`src/rtl/cnn_pkg.sv`:
```
// Shared UART/CNN constants and the transmitter state type; the receive side uses the same clock/baud values.
package cnn_pkg;
  typedef enum logic [1:0] {IDLE, START, DATA, STOP} tx_state_t;

  localparam int UART_DATA_BITS   = 8;
  localparam int CLK_HZ           = 50_000_000;
  localparam int BAUD             = 115200;
  localparam int BAUD_DIV_DEFAULT = CLK_HZ / BAUD;
endpackage

```
`src/rtl/cnn_uart_tx_if.sv`:
```
// Result-byte push port from cnn_core plus the serial line and status flags of the transmitter.
interface cnn_uart_tx_if;
  import cnn_pkg::*;

  logic                      trmt;
  logic [UART_DATA_BITS-1:0] tx_data;
  logic                      TX;
  logic                      tx_done;
  logic                      bsy;
  logic                      full;
  logic                      ovf;

  modport master (output trmt, tx_data, input TX, tx_done, bsy, full, ovf);
  modport slave  (input trmt, tx_data, output TX, tx_done, bsy, full, ovf);
endinterface

```
`src/rtl/cnn_tx_fifo.sv`:
```
// Small synchronous FIFO for result bytes; head is read combinationally, no write-to-read bypass.
module cnn_tx_fifo
  import cnn_pkg::*;
#(
  parameter int DEPTH = 4,
  parameter int WIDTH = UART_DATA_BITS
) (
  input  logic             clk,
  input  logic             rst,
  input  logic             push,
  input  logic             pop,
  input  logic [WIDTH-1:0] din,
  output logic [WIDTH-1:0] dout,
  output logic             empty,
  output logic             full
);
  localparam int AW = $clog2(DEPTH);
  localparam int CW = AW + 1;

  logic [WIDTH-1:0] r_mem [DEPTH];
  logic [AW-1:0]    r_wr_ptr;
  logic [AW-1:0]    r_rd_ptr;
  logic [CW-1:0]    r_count;

  // Storage is not reset: emptiness is tracked purely by the pointers and count.
  always_ff @(posedge clk) begin
    if (push) begin
      r_mem[r_wr_ptr] <= din;
    end
  end

  always_ff @(posedge clk) begin
    if (rst) begin
      r_wr_ptr <= '0;
      r_rd_ptr <= '0;
      r_count  <= '0;
    end else begin
      if (push) begin
        r_wr_ptr <= r_wr_ptr + AW'(1);
      end
      if (pop) begin
        r_rd_ptr <= r_rd_ptr + AW'(1);
      end
      r_count <= r_count + CW'(push) - CW'(pop);
    end
  end

  assign dout  = r_mem[r_rd_ptr];
  assign empty = (r_count == '0);
  assign full  = (r_count == CW'(DEPTH));
endmodule

```
`src/rtl/cnn_uart_tx.sv`:
```
// Result-side 8N1 UART transmitter: buffers bytes from cnn_core, serializes LSB-first, pulses tx_done per byte.
module cnn_uart_tx
  import cnn_pkg::*;
#(
  parameter int BAUD_DIV   = BAUD_DIV_DEFAULT,
  parameter int FIFO_DEPTH = 4
) (
  input logic           clk,
  input logic           rst,
  cnn_uart_tx_if.slave  bus
);
  localparam int             BW        = $clog2(BAUD_DIV);
  localparam logic [BW-1:0]  BAUD_LAST = BW'(BAUD_DIV - 1);
  localparam logic [2:0]     BIT_LAST  = 3'(UART_DATA_BITS - 1);

  tx_state_t                 r_state;
  logic [BW-1:0]             r_baud_cnt;
  logic [2:0]                r_bit_cnt;
  logic [UART_DATA_BITS-1:0] r_shift;
  logic                      r_tx;
  logic                      r_tx_done;
  logic                      r_ovf;

  logic                      w_empty;
  logic                      w_full;
  logic                      w_pop;
  logic                      w_push;
  logic                      w_baud_end;
  logic [UART_DATA_BITS-1:0] w_head;

  assign w_pop      = (r_state == IDLE) && !w_empty;
  assign w_push     = bus.trmt && (!w_full || w_pop);
  assign w_baud_end = (r_baud_cnt == BAUD_LAST);

  cnn_tx_fifo #(
    .DEPTH (FIFO_DEPTH),
    .WIDTH (UART_DATA_BITS)
  ) u_fifo (
    .clk   (clk),
    .rst   (rst),
    .push  (w_push),
    .pop   (w_pop),
    .din   (bus.tx_data),
    .dout  (w_head),
    .empty (w_empty),
    .full  (w_full)
  );

  // r_tx is loaded with the next line level on each transition so TX stays a flop output.
  always_ff @(posedge clk) begin
    if (rst) begin
      r_state    <= IDLE;
      r_baud_cnt <= '0;
      r_bit_cnt  <= '0;
      r_shift    <= '0;
      r_tx       <= 1'b1;
      r_tx_done  <= 1'b0;
      r_ovf      <= 1'b0;
    end else begin
      r_tx_done <= 1'b0;
      if (bus.trmt && w_full && !w_pop) begin
        r_ovf <= 1'b1;
      end
      case (r_state)
        IDLE: begin
          r_tx <= 1'b1;
          if (w_pop) begin
            r_shift    <= w_head;
            r_baud_cnt <= '0;
            r_bit_cnt  <= '0;
            r_tx       <= 1'b0;
            r_state    <= START;
          end
        end
        START: begin
          if (w_baud_end) begin
            r_baud_cnt <= '0;
            r_tx       <= r_shift[0];
            r_state    <= DATA;
          end else begin
            r_baud_cnt <= r_baud_cnt + BW'(1);
          end
        end
        DATA: begin
          if (w_baud_end) begin
            r_baud_cnt <= '0;
            if (r_bit_cnt == BIT_LAST) begin
              r_tx    <= 1'b1;
              r_state <= STOP;
            end else begin
              r_bit_cnt <= r_bit_cnt + 3'd1;
              r_shift   <= r_shift >> 1;
              r_tx      <= r_shift[1];
            end
          end else begin
            r_baud_cnt <= r_baud_cnt + BW'(1);
          end
        end
        STOP: begin
          if (w_baud_end) begin
            r_baud_cnt <= '0;
            r_tx_done  <= 1'b1;
            r_state    <= IDLE;
          end else begin
            r_baud_cnt <= r_baud_cnt + BW'(1);
          end
        end
        default: r_state <= IDLE;
      endcase
    end
  end

  assign bus.TX      = r_tx;
  assign bus.tx_done = r_tx_done;
  assign bus.ovf     = r_ovf;
  assign bus.full    = w_full;
  assign bus.bsy     = (r_state != IDLE) || !w_empty;
endmodule

```
`src/flat_wrapper.sv`:
```
// flat-port wrapper written by rule: the top's interface ports become plain ports
module cnn_uart_tx_flat import cnn_pkg::*;
#(
  parameter int BAUD_DIV   = BAUD_DIV_DEFAULT,
  parameter int FIFO_DEPTH = 4
)
  (clk, rst, bus_trmt, bus_tx_data, bus_TX, bus_tx_done, bus_bsy, bus_full, bus_ovf);
  cnn_uart_tx_if bus_i ();
  input logic clk;
  input logic rst;
  input wire logic [$bits(bus_i.trmt)-1:0] bus_trmt;
  input wire logic [$bits(bus_i.tx_data)-1:0] bus_tx_data;
  output wire logic [$bits(bus_i.TX)-1:0] bus_TX;
  output wire logic [$bits(bus_i.tx_done)-1:0] bus_tx_done;
  output wire logic [$bits(bus_i.bsy)-1:0] bus_bsy;
  output wire logic [$bits(bus_i.full)-1:0] bus_full;
  output wire logic [$bits(bus_i.ovf)-1:0] bus_ovf;
  assign bus_i.trmt = bus_trmt;
  assign bus_i.tx_data = bus_tx_data;
  assign bus_TX = bus_i.TX;
  assign bus_tx_done = bus_i.tx_done;
  assign bus_bsy = bus_i.bsy;
  assign bus_full = bus_i.full;
  assign bus_ovf = bus_i.ovf;
  cnn_uart_tx #(.BAUD_DIV(BAUD_DIV), .FIFO_DEPTH(FIFO_DEPTH)) u_core (.clk(clk), .rst(rst), .bus(bus_i));
endmodule
```
`config.mk`:
```
export PLATFORM = sky130hd
export DESIGN_NAME = cnn_uart_tx_flat
export DESIGN_NICKNAME = d
export VERILOG_FILES = /design/src/rtl/cnn_pkg.sv /design/src/rtl/cnn_uart_tx_if.sv /design/src/rtl/cnn_tx_fifo.sv /design/src/rtl/cnn_uart_tx.sv /design/src/flat_wrapper.sv
export SDC_FILE = /design/constraint.sdc
export NUM_CORES = 1
export LEC_CHECK = 0
export CORE_MARGIN = 1
export CORE_UTILIZATION = 45
export CTS_BUF_LIST = sky130_fd_sc_hd__clkbuf_4
export DETAILED_ROUTE_END_ITERATION = 16
export PLACE_DENSITY = 0.66
export SETUP_SLACK_MARGIN = 0.3
export SLEW_MARGIN = 20
export SYNTH_ARGS = -nofsm -noshare
export SYNTH_HDL_FRONTEND = slang
export SYNTH_SLANG_ARGS = --single-unit
```
`constraint.sdc`:
```
create_clock -name clk -period 2.9 [get_ports clk]
set_input_delay 0.58 -clock clk [delete_from_list [all_inputs] [get_ports clk]]
set_output_delay 0.58 -clock clk [all_outputs]
set_load 0.02 [all_outputs]
```
==> out/summary.txt <==
Lkg Pwr -> 1.24 nW
Synth area leader -> edfxtp_1
Pre-CTS setup slack -> 0.680 ns
Max frequency -> 0.412 GHz
First-pass GRT wire length -> 8670 microns
H-tree Lvls -> 3
GRT Max-Usage Layer -> met2
Synth top area cells -> edfxtp_1 (32%), dfxtp_1 (22%), mux4_2 (5.9%)
Ys async rst share -> 0
Avg Cell Area, Syn -> 12.6 sq um
Max FO, Critical Path -> 7
CP Capture Type -> output port
Slew Limit Fails -> 0
Finished Layout Cells -> 344
Synth Cell Area -> 3030 sq um
Remaining Overflow, GRT -> 0
RD Place Congestion -> 0.759
Antenna diodes -> 0
#FFs+latches synth -> 66
Critical R2R Capture -> u_core.u_fifo.r_count[2]
I/O Pins -> 16
Die height -> 84.1 microns
# clock sinks -> 66
Largest net degree at the start of global routing -> 17
M3 GR Usage -> 0.0386
Gr usage total -> 0.162
Cell count after synthesis -> 241
Worst slew margin -> 0.655
Initial Util -> 0.472
Predominant post-synthesis flop cell -> dfxtp_1
Area growth syn-to-layout -> 12.0%
Met2 usage -> 0.244
Reg2Reg Setup Slack -> 0.73 ns
Num CTS Buffers -> 9
Final hold slack -> 0.471 ns
Top-area cell type share of the netlist area -> 0.317
ANT nets after route -> 0
Sequential share of the synthesized area -> 0.541
Die Span X -> 84.1 microns
Dpl hpwl -> 3570 microns
Drt pass-1 iters -> 10
WL per Instance -> 15.0 microns
Peak supply drop -> 0.418 mV
Vias in the first global route -> 1823
Critical Path RT -> 2.32 ns
Dpl cells -> 328
Detailed-route wire length -> 5170 microns
Slew @ Worst Pin -> 0.516 ns
Initial DRC Count -> 48
Reg-to-Reg Start -> u_core.u_fifo.r_count[1]
CP Launch Type -> flop
Clk_skew -> 0.0242 ns
Grt met1 use -> 0.215
Yosys cell types -> 46
Rows -> 29
CTS tree -> yes
Worst EP arrival -> 1.85 ns
Fraction of layout cells with a size suffix above 1 -> 0.180
Core area -> 6420 sq um
Setup TNS -> 0 ns
DRC -> 2
Hold Violations, Final -> 0
Minimum clock period after layout -> 2.43 ns
Vias per cell -> 5.43
Clock transition at the registers of the reported paths -> 0.13 ns
R2R cell count -> 7
Hold Path Depth -> 2
Hold_sp -> u_core.r_shift[3]
MaxCap Viol Count -> 0
# setup viols final -> 0
Ys Warns -> 0
Final worst-path cycle share -> 0.837
Post-CTS Setup Repair Bufs -> 0
Via count -> 1868
Worst setup margin -> 0.474 ns
Worst skew pair latency -> 0.44 ns
Number of synthesized flops with an enable pin -> 32
Crit Path Class -> reg2out
Failing checks -> design-rule violations
Hold-fix buffers, CTS -> 0
Hold WC Path Type -> reg2reg
Initial antenna violation count -> 0
Syn_nets -> 267
Outcome -> finished, violations left
Pwr Density -> 851 nW/um^2
Hold endpoint -> u_core.r_shift[3]
Clock buffer depth -> 2
Nets -> 288
RSZ-0062 raised after global routing -> no
Clock tree root buffer cell -> clkbuf_4
Total Die Area -> 7070 sq um
# port buffers -> 15
placed cells by master, fill, tap and decap left out, types with 8 or more instances in the layout:
master,synthesis,routed
mux2_2,8,8
edfxtp_1,32,32
a21oi_1,15,15
dfxtp_1,34,34
ha_1,14,13
mux4_2,8,8
inv_1,17,17
a311oi_1,8,8
clkbuf_4,0,9
nor2_1,20,20
clkdlybuf4s50_1,0,14
cells by family after synthesis:
group                    synth area share
AO/OA/AOI/OAI                       0.100
XOR/XNOR                           0.0173
adder cells (fa/ha/maj)            0.0644
buffers and inverters              0.0487
flip-flops                          0.541
multiplexers                       0.0990
AND/OR/NAND/NOR                     0.129
where the power goes:
group	total (W)	switching [W]	internal (W)
clock network	0.000658	0.000383	0.000276
registers	0.00127	0.000134	0.00113
logic	0.000966	0.000497	0.000469
state kept, by name, indices dropped and copies added, names as in the netlist, named ones only:
| register | cells |
|---|---|
| u_core.bus.ovf | 1 |
| u_core.u_fifo.r_rd_ptr | 2 |
| u_core.r_baud_cnt | 9 |
| u_core.u_fifo.r_wr_ptr | 2 |
| u_core.bus.tx_done | 1 |
| u_core.r_bit_cnt | 3 |
| u_core.r_shift | 8 |
| u_core.u_fifo.r_mem | 32 |
| u_core.u_fifo.r_count | 3 |
| u_core.r_state | 2 |
| u_core.bus.TX | 1 |
what timing repair did:
action                     in CTS  in global routing
pin swaps                       0                  0
resized for setup               1                  1
setup endpoints to repair       1                  1
worst max-delay path: stages, from the launching register on:
cell and delay [ns]:
dfxtp_1 0.36, inv_1 0.12, ha_2 0.23, nor4b_4 0.28
inv_4 0.11, dlygate4sd2_1 0.34
final cells by class:
type / count / area [sq um]
Sequential cell: 66 / 1640
Clock inverter: 7 / 81.3
Tap cell: 77 / 96.3
Inverter: 18 / 70.1
Multi-Input combinational cell: 146 / 1250
Clock buffer: 9 / 67.6
Timing Repair Buffer: 21 / 194
Fill cell: 551 / 3030
how the worst max path moves through the flow:
stage / from / endpoint / slack (ns) / depth (start not counted)
floorplan: u_core.r_state[0] / u_core.u_fifo.r_count[2] / 0.57 / 10
global placement: u_core.r_state[0] / bus_bsy / 0.71 / 5
detailed placement: u_core.r_state[0] / bus_bsy / 0.68 / 5
CTS: u_core.r_state[0] / bus_bsy / 0.42 / 5
global route: u_core.r_state[0] / bus_bsy / 0.32 / 5
finish: u_core.r_state[0] / bus_bsy / 0.47 / 5
metrics by stage:
stage                     cell area [sq um]   util  power (W)
after floorplan                        3030      -    0.00206
after global placement                 3250  0.506    0.00224
after detailed placement               3250  0.506    0.00227
after CTS                              3390  0.529    0.00292
after global routing                   3400  0.529    0.00309
final                                  3400  0.529    0.00289
routing by layer:
layer,vias to the layer above,wire [microns]
li1,934,-
met1,900,2580
met2,22,2310
met3,12,156
met4,0,131
met5,-,0
cells in the mapped netlist (4+ instances only):
| master | n |
|---|---|
| ha_1 | 14 |
| a311oi_1 | 8 |
| o21ai_0 | 4 |
| inv_1 | 17 |
| nand2_1 | 6 |
| nand2b_1 | 4 |
| dfxtp_1 | 34 |
| mux2_2 | 8 |
| and2_1 | 4 |
| and3_1 | 5 |
| xnor2_1 | 5 |
| nor2_1 | 20 |
| nand3_1 | 6 |
| a21oi_1 | 15 |
| mux4_2 | 8 |
| edfxtp_1 | 32 |
| nor2b_1 | 5 |
Note: power is estimated with default switching activity, not from simulation.
